===== src/rtl/pcie_bar0_regs.sv =====
// pcie_bar0_regs: BAR0 CSR slave with ID, scratch, control/status, 64-bit counter and soft irq
// Define BAR0_ERR_LOG_EN to add the ERR_CNT register (unmapped-access counter) at offset 0x1C.
module pcie_bar0_regs #(
  parameter int          ADDR_WIDTH  = 8,
  parameter logic [31:0] ID_VALUE    = 32'hFE1C0001,
  parameter int          INIT_CYCLES = 4
) (
  input  logic                  clk,
  input  logic                  reset_n,
  input  logic [ADDR_WIDTH-1:0] avs_address,
  input  logic                  avs_read,
  input  logic                  avs_write,
  input  logic [31:0]           avs_writedata,
  input  logic [3:0]            avs_byteenable,
  output logic [31:0]           avs_readdata,
  output logic                  avs_readdatavalid,
  output logic                  avs_waitrequest,
  output logic                  irq
);
  typedef enum logic {INIT, READY} state_t;
  state_t      state;
  logic [3:0]  init_cnt;
  logic [31:0] scratch, hi_latch, rdata, rd_d1, bemask;
  logic [63:0] cnt;
  logic [2:0]  a;
  logic        hi_a, acc_rd, acc_wr, irq_en, pending, rd_v1;
  logic        wr_scr, wr_ctl, w1c, trig, cnt_clr;
`ifdef BAR0_ERR_LOG_EN
  logic [15:0] err_cnt;
`endif
  assign a       = avs_address[2:0];
  assign hi_a    = |avs_address[ADDR_WIDTH-1:3];
  assign acc_wr  = avs_write & ~avs_waitrequest;
  assign acc_rd  = avs_read & ~avs_write & ~avs_waitrequest;
  assign bemask  = {{8{avs_byteenable[3]}}, {8{avs_byteenable[2]}}, {8{avs_byteenable[1]}}, {8{avs_byteenable[0]}}};
  assign wr_scr  = acc_wr & ~hi_a & (a == 3'd1);
  assign wr_ctl  = acc_wr & ~hi_a & (a == 3'd2) & avs_byteenable[0];
  assign w1c     = acc_wr & ~hi_a & (a == 3'd3) & avs_byteenable[0] & avs_writedata[0];
  assign trig    = acc_wr & ~hi_a & (a == 3'd6);
  assign cnt_clr = wr_ctl & avs_writedata[1];
  // Read data is captured at accept, so a cnt_clr in the following cycle cannot disturb it
  always_comb begin
    rdata = 32'hDEADBEEF;
    if (!hi_a)
      case (a)
        3'd0:    rdata = ID_VALUE;
        3'd1:    rdata = scratch;
        3'd2:    rdata = {31'd0, irq_en};
        3'd3:    rdata = {31'd0, pending};
        3'd4:    rdata = cnt[31:0];
        3'd5:    rdata = hi_latch;
        3'd6:    rdata = 32'd0;
`ifdef BAR0_ERR_LOG_EN
        3'd7:    rdata = {16'd0, err_cnt};
`endif
        default: rdata = 32'hDEADBEEF;
      endcase
  end
  always_ff @(posedge clk or negedge reset_n)
    if (!reset_n) begin
      state             <= INIT;
      init_cnt          <= '0;
      avs_waitrequest   <= 1'b1;
      avs_readdatavalid <= 1'b0;
      avs_readdata      <= '0;
      rd_v1             <= 1'b0;
      rd_d1             <= '0;
      scratch           <= '0;
      hi_latch          <= '0;
      cnt               <= '0;
      irq_en            <= 1'b0;
      pending           <= 1'b0;
      irq               <= 1'b0;
    end else begin
      if (state == INIT) begin
        init_cnt <= init_cnt + 4'd1;
        if (init_cnt == 4'(INIT_CYCLES - 1)) begin
          state           <= READY;
          avs_waitrequest <= 1'b0;
        end
      end else
        cnt <= cnt_clr ? 64'd0 : cnt + 64'd1;
      rd_v1             <= acc_rd;
      rd_d1             <= acc_rd ? rdata : 32'd0;
      avs_readdatavalid <= rd_v1;
      avs_readdata      <= rd_d1;
      if (acc_rd & ~hi_a & (a == 3'd4)) hi_latch <= cnt[63:32];
      if (wr_scr) scratch <= (scratch & ~bemask) | (avs_writedata & bemask);
      if (wr_ctl) irq_en <= avs_writedata[0];
      pending <= trig | (pending & ~w1c);
      irq     <= irq_en & pending;
    end
`ifdef BAR0_ERR_LOG_EN
  always_ff @(posedge clk or negedge reset_n)
    if (!reset_n) err_cnt <= '0;
    else if (acc_wr & ~hi_a & (a == 3'd7)) err_cnt <= '0;
    else if ((acc_rd | acc_wr) & hi_a & ~&err_cnt) err_cnt <= err_cnt + 16'd1;
`endif
endmodule

===== config.mk =====
export PLATFORM = sky130hd
export DESIGN_NAME = pcie_bar0_regs
export DESIGN_NICKNAME = d
export VERILOG_FILES = /design/src/rtl/pcie_bar0_regs.sv
export SDC_FILE = /design/constraint.sdc
export NUM_CORES = 1
export LEC_CHECK = 0
export ABC_CLOCK_PERIOD_IN_PS = 2900
export BUFFER_PORTS_ARGS = -buffer_cell sky130_fd_sc_hd__buf_2
export CAP_MARGIN = 10
export CORE_MARGIN = 2
export CORE_UTILIZATION = 47
export CTS_CLUSTER_DIAMETER = 80
export DETAILED_ROUTE_END_ITERATION = 10
export HOLD_SLACK_MARGIN = 0.05
export PLACE_DENSITY = 0.66
export SLEW_MARGIN = 20
export SYNTH_ARGS = -nofsm -noshare
export SYNTH_HDL_FRONTEND = slang
export SYNTH_SLANG_ARGS = --single-unit

===== constraint.sdc =====
create_clock -name clk -period 2.9 [get_ports clk]
set_input_delay 0.58 -clock clk [delete_from_list [all_inputs] [get_ports clk]]
set_output_delay 0.58 -clock clk [all_outputs]
set_load 0.01 [all_outputs]

Word level (Yosys, flattened, before mapping)
Cells that the tools add are included.
W data, S select, Z words.

word-level totals
  register bits = 203
  bits of input ports = 48
  output and inout port bits = 35

operators by class
  $add $sub $neg = 2
  equal/unequal tests = 7
  muxes and demuxes = 6
  bitwise gates (word level) = 26
  reduce and logical (&&, ||, !) cells = 3

operators with widths
  operator                 count
  $pmux W32 S7             1
  $add A64 B1 Y64 const B  1
  $and A32 B32 Y32         2
  $mux W32                 2
  $mux W64                 1
  $not A32 Y32             1
  $or A32 B32 Y32          1
  $and A1 B1 Y1            16
  $eq A3 B3 Y1 const B     3
  $eq A3 B2 Y1 const B     2
  $not A1 Y1               5
  $reduce_or A5 Y1         1
  $add A4 B1 Y4 const B    1
  $eq A4 B2 Y1 const B     1
  $eq A3 B1 Y1 const B     1
  $logic_not A3 Y1         1
  $mux W1                  2
  $reduce_and A2 Y1        1
  $or A1 B1 Y1             1

Logic depth before layout (Yosys ltp)
Gate-level depths: netlist of run 1.

  depth in word-level cells = 9
  mapped depth = 8
  mapped depth without buffers = 6

Least setup slack after synthesis of run 1
OpenSTA, ideal clock, no wires.

  path type = input -> register
  start = input port avs_address[4]
  end = register hi_latch[10]
  setup time = 0.125 ns
  data arrival time = 2.222 ns
  required time = 2.775 ns
  setup slack = 0.553 ns
  stages on the path = 7
  buffers on the path = 2
  cells stage by stage = nor3_1 -> nand2_1 -> or3_1 -> clkbuf_1 -> nor3b_2 -> buf_2 -> mux2_2

on the way
  cells in the longest elaborated chain, start to end = 4

RTL lines
  item                        line  text
  start: declaration          10    input logic [ADDR_WIDTH-1:0] avs_address,
  $reduce_or A5 Y1            32    assign hi_a = |avs_address[ADDR_WIDTH-1:3];
  $not A1 Y1                  87    if (acc_rd & ~hi_a & (a == 3'd4)) hi_latch <= cnt[63:32];
  $and A1 B1 Y1 (2 in a row)  87
  end signal: assignment      87
  end: declaration            23    logic [31:0] scratch, hi_latch, rdata, rd_d1, bemask;

No other way between the ends.
A chain may end at the register's enable or synchronous reset.

Final worst setup path of run 1
  start = register cnt[4]
  end = register cnt[31]

on the way
  cells in the longest elaborated chain, start to end = 2

RTL lines
  item                      line  text
  start: declaration        24    logic [63:0] cnt;
  start signal: assignment  82    cnt <= cnt_clr ? 64'd0 : cnt + 64'd1;
  $add A64 B1 Y64           82
  $mux W64                  82

No other way between the ends.

==> reports/qor.yml, run 1 <==
grt_overflow_total: 0
netlist_area_sq_mm: 0.00893
syn_avg_cell_area_sq_um: 11.6
swShare: 0.270
routed.top_layer: "met4"
setup_viol: 0
num_rows: 50
synth_top_cell_by_area: "dfrtp_1"
initial_core_util: 0.478
synth_edf_count: 0
hpwlAfterDp_microns: 14700
power_frac_clock: 0.411
clockBufferDepth: 3
initialDrtViolationCount: 407
p_leak_uw: 0.00491
die_w_microns: 142
layout-area-overhead-vs-synth_pct: 19.0
crit_arrival_ns: 2.88
setup_tns_ns: 0
cts_made_buffers: 22
start_kind: "flip-flop"
ys_ff_latch: 203
p_per_area_mw_per_mm2: 703
insertion_delay_ns: 0.50
cts_setup_buffers: 0
htreeDepth: 1
cts_sinks: 203
instances_no_fill: 1122
grt_pass1_vias: 6260
grtUsageTotal: 0.215
root_buffer: "clkbuf_16"
fmax_mhz: 409
cts_tree: "built"
avgViaCountPerCell: 5.76
clkTransAtPathRegs_ns: 0.06
grt_max_degree: 71
wl_met3_microns: 1290
yosysUniqueCellTypes: 51
core_sq_mm: 0.0187
syn-num-nets: 821
yosys-top-cells-count: "dfrtp_1, mux2_2, nor2_1"
io_pins: 83
crit_type: "reg -> reg"
yosys_warnings: 0
drive_above_1_share: 0.323
remaining_drc_errors: 0
crit_path_max_fanout: 9
die-area_sq_mm: 0.0201
place.gp.congestion: 0.900
cp-end-kind: "flip-flop"
wl_per_cell_microns: 18.9
met2_length_microns: 9600
antenna_left: 0
antenna_found_initial: 0
portBuffers: 82
die_y_microns: 142
drv_slew: 0
ys_seq_area_frac: 0.569
crit_required_ns: 3.33
synth_area_leaders: "dfrtp_1, mux2_2, xor2_1"
hold_viol_final: 0
combPwrFrac: 0.159
rsz0062_at_grt: "no"
slew_headroom: 0.524
antenna_cells: 0
wirelength_met1_microns: 9930
synthFlopType: "dfrtp_1"
grt_pass1_wl_microns: 34100
finClkSkew_ns: 0.00916
first_pass_iters: 5
synth.most_common_cell: "dfrtp_1"
peakVddDrop_uv: 363
yosys.area.top_type_share: 0.566
period_needed_ns: 2.45
hold_class: "in -> reg"
maxCapViolCount: 0
power_frac_seq: 0.430
tightest_slew_ns: 0.713
period_share: 0.844
p_switching_uw: 2020
routed_wl_microns: 21200
synthesis.instances: 771
place_inst: 1083
async_flop_share: 1.00
finalNetCount: 924
status: "finished, final reports clean"
vias: 6464
power.internal_uw: 5460
[cell usage in the layout (no fill, tap or decap), types with 3 or more instances in the layout]
cell type    n
buf_12       4
or3_1       13
nor4_1      11
nor4_4       3
inv_1        7
or4_1        7
a22oi_1     29
nor2_1      65
nor3_1      16
o31ai_1      5
clkinv_2     3
or2_2       23
bufinv_16    4
nand4_1     32
dfrtp_1    202
nand3_1     30
xor2_1      32
buf_4       28
o21ai_0     18
a21oi_1     45
nand2b_1     5
xnor2_1      9
clkbuf_16   23
and3_1       4
mux2_2      94
and2_1       4
clkbuf_8     8
nand2_1     40
buf_2       81
mux2i_1      5
[logic make-up after synthesis]
| family | count (synthesis) | share of synthesized area |
|---|---|---|
| buffers and inverters | 43 | 0.0189 |
| xor gates and xnor gates | 41 | 0.0402 |
| DFF | 203 | 0.569 |
| muxes | 99 | 0.124 |
| AOI/OAI and AO/OA | 110 | 0.0762 |
| adders and majority gates | 2 | 0.00280 |
| and+or+nand+nor | 273 | 0.169 |
[routing by layer]
layer / up-vias / GRT usage
met5: - / 0
met4: 0 / 0.0568
met3: 38 / 0.0314
met2: 237 / 0.329
met1: 3188 / 0.322
li1: 3001 / -
[what timing repair did]
action,4_1_cts,5_1_grt
hold buffers,1,0
hold endpoints to repair,35,0
gates resized for setup,0,0
[worst max-delay path, stage by stage (launching register included)]
cell and delay [ns]:
dfrtp_1 0.47, nand4_4 0.21, nor4_4 0.62, buf_4 0.28, nand3_1 0.13, or4_1 0.49
a21oi_1 0.17
[cell type report]
class	count	area [sq um]
Tap cell	234	293
Fill cell	1539	8070
Multi-Input combinational cell	525	3700
Clock inverter	8	143
Inverter	7	26.3
Timing Repair Buffer	115	719
Sequential cell	203	5080
Clock buffer	30	672
[power groups by stage]
| stage | Combinational, uW | Sequential (uW) | Clock, uW |
|---|---|---|---|
| 2_1_floorplan | 752 | 3210 | 0 |
| 3_3_place_gp | 1160 | 3250 | 0 |
| 3_5_place_dp | 1160 | 3260 | 0 |
| 4_1_cts | 1180 | 3210 | 3130 |
| 5_1_grt | 1310 | 3240 | 3260 |
| 6_report | 1190 | 3210 | 3070 |
[metrics by stage]
step / utilization / hold WS, ns / power (uW) / worst slack (ns) / area (sq um)
3_5_place_dp: 0.524 / 0.335 / 4420 / 0.444 / 9800
3_3_place_gp: 0.524 / 0.333 / 4410 / 0.519 / 9800
6_report: 0.568 / 0.306 / 7470 / 0.453 / 10600
5_1_grt: 0.568 / 0.300 / 7810 / 0.266 / 10600
2_1_floorplan: - / 0.284 / 3960 / 0.553 / 8930
4_1_cts: 0.568 / 0.291 / 7510 / 0.468 / 10600
[final timing paths]
kind | startpoint | endpoint | slack (ns) | cells after the start
worst max-delay path | cnt[4] | cnt[31] | 0.45 | 6
worst min-delay path | avs_writedata[3] | flip-flop | 0.31 | 2
worst max register to register | cnt[4] | cnt[31] | 0.45 | 6
worst min register to register | rd_d1[26] | avs_readdata[26] | 0.35 | 0
max in group asynchronous | reset_n | rd_d1[2] | 1.56 | 3
min in group asynchronous | reset_n | async pin | 0.55 | 2
Note: power is estimated with default switching activity, not from simulation.
==> run 2, diff against run 1 <==
- ABC_CLOCK_PERIOD_IN_PS: 2900 -> 2250
- PLACE_DENSITY: 0.66 -> 0.68
- clock period: 2.9 -> 2.25 ns (I/O delays scaled with it)
==> run 2 against run 1 <==
  * Global-route usage increased by 0.95 points
  * Count of clock-buffer cells in the layout increased by 2
  * First-iteration DRC count increased by 43%
  * Hold slack got worse by 0.13 ns
  * Critical endpoint is now cnt[48]
  * Largest power group unchanged
  * Highest routed layer unchanged
==> reports/qor.yml, run 2 (synthesized netlist as in run 1, its figures left out) <==
status: "finished, final reports clean"
cp-end-kind: "flip-flop"
final_cell_mix: "dfrtp_1, mux2_2, buf_4"
hold_class: "in -> reg"
initialDrtViolationCount: 584  # +43%
first_pass_iters: 5  # unchanged
slew_headroom: 0.342  # -0.182
wl_per_cell_microns: 18.6  # -1.7%
htreeDepth: 1  # unchanged
critical_path.top_delay_family: "simple AND/OR/NAND/NOR gates"
final_common_cell: "dfrtp_1"
p_per_area_mw_per_mm2: 852  # +21%
core_sq_mm: 0.0187  # unchanged
crit_buf_inv: 1  # unchanged
remaining_drc_errors: 0  # unchanged
portBuffers: 82  # unchanged
cts_made_buffers: 22  # unchanged
ff2ff_setup_slack_ns: 0.11  # -0.34 ns
initial_core_util: 0.478  # unchanged
finalNetCount: 983  # +6.4%
num_rows: 50  # unchanged
rsz0062_at_grt: "no"
cts_tree: "built"
crit_path_max_fanout: 6  # -3
maxCapViolCount: 0  # unchanged
avgViaCountPerCell: 5.58  # -3.2%
grtUsageTotal: 0.224  # +0.00947
place.gp.congestion: 0.956  # +6.3%
clockBufferDepth: 3  # unchanged
period_needed_ns: 2.14  # -0.309 ns
finClkSkew_ns: 0.0119  # +0.00269 ns
io_pins: 83  # unchanged
peakVddDrop_uv: 430  # +18%
crit_path_top_delay_cell: "dfrtp_1"
tightest_slew_ns: 0.983  # +0.270 ns
grt_max_degree: 74  # +4.2%
setup_viol: 0  # unchanged
routed_wl_microns: 21900  # +3.5%
vias: 6586  # +1.9%
fmax_mhz: 468  # +14%
cts_sinks: 203  # unchanged
grt_pass1_wl_microns: 35400  # +4.0%
hold_viol_final: 0  # unchanged
crit_arrival_ns: 2.57  # -0.31 ns
start_kind: "flip-flop"
grt_overflow_total: 0  # unchanged
grt_pass1_vias: 6473  # +3.4%
antenna_found_initial: 0  # unchanged
setup_tns_ns: 0  # unchanged
clkTransAtPathRegs_ns: 0.06  # about the same
antenna_cells: 0  # unchanged
layout-area-overhead-vs-synth_pct: 22.9
period_share: 0.950  # +0.106
crit_type: "reg -> reg"
p_leak_uw: 0.00513  # +4.3%
die_y_microns: 142  # unchanged
drv_slew: 0  # unchanged
antenna_left: 0  # unchanged
crit_required_ns: 2.68  # -0.65 ns
drive_above_1_share: 0.358  # +0.0348
die_w_microns: 142  # unchanged
die-area_sq_mm: 0.0201  # unchanged
design_area_sq_mm: 0.0110  # +3.3%
slowest_delay_ns: 0.46  # -0.16 ns
crit_chain: "nand4_1 -> nor4_2 -> buf_4 -> nand3_1 -> or3_1 -> a21oi_1"
dpl_cell_area_sq_mm: 0.0103  # +4.7%
hpwlAfterDp_microns: 15900  # +7.9%
root_buffer: "clkbuf_16"
insertion_delay_ns: 0.50  # about the same
-- run 2: metal layers --
layer  vias to the layer above  track usage  wire length, microns
met5                         -            0                     0
li1                       3103            -                     -
met1                      3245        0.328                 10200
met2                       200        0.356                 10400
met3                        38       0.0300                  1050
met4                         0       0.0574                   371
-- run 2: through the flow --
stage               setup slack, ns  instances   util  hold WS [ns]  total power, uW
finish                        0.112       1181  0.587         0.181             9350
global placement             0.0393       1141  0.549         0.331             5900
floorplan                    0.0331        771      -         0.154             5100
global route                 0.0208       1181  0.587         0.175             9780
detailed placement           0.0249       1141  0.549         0.335             5930
CTS                          0.0988       1180  0.586         0.170             9380
-- run 2: path summary, 6_finish.rpt --
check	from	to	cells past startpoint
hold / removal	avs_writedata[23]	flip-flop	2
setup reg to reg	cnt[19]	cnt[48]	6
min in group asynchronous	reset_n	avs_readdata[6]	2
max in group asynchronous	reset_n	cnt[54]	3
setup / recovery	cnt[19]	cnt[48]	6
hold reg to reg	rd_d1[9]	avs_readdata[9]	0
-- run 2: cell type report --
type	instances	area, sq um
multi-input cells	525	3700
repair buffers	174	1190
well taps	234	293
clock inverters	6	60.1
flip-flops and latches	203	5080
fillers	1551	7730
clock buffers	32	629
inverters	7	26.3
-- run 2: worst reg2reg max path: cells and delay by family (launching register included) --
family,cells,cell delay [ns]
flip-flops,1,0.46
buffers and inverters,1,0.18
AO/OA/AOI/OAI,1,0.14
AND/OR/NAND/NOR,4,1.29
-- run 2: timing repair --
item | in CTS | in global routing
setup buffers | 0 | 1
resized for setup | 0 | 1
endpoints found under the setup margin | 0 | 6
hold buffers | 1 | 0
endpoints found under the hold margin | 65 | 0
-- run 2: power by group --
part	switching, uW	total, uW	internal [uW]	leakage (uW)
combinational	1030	1850	814	0.00233
clock	1390	3440	2050	0.000332
sequential	188	4070	3880	0.00246
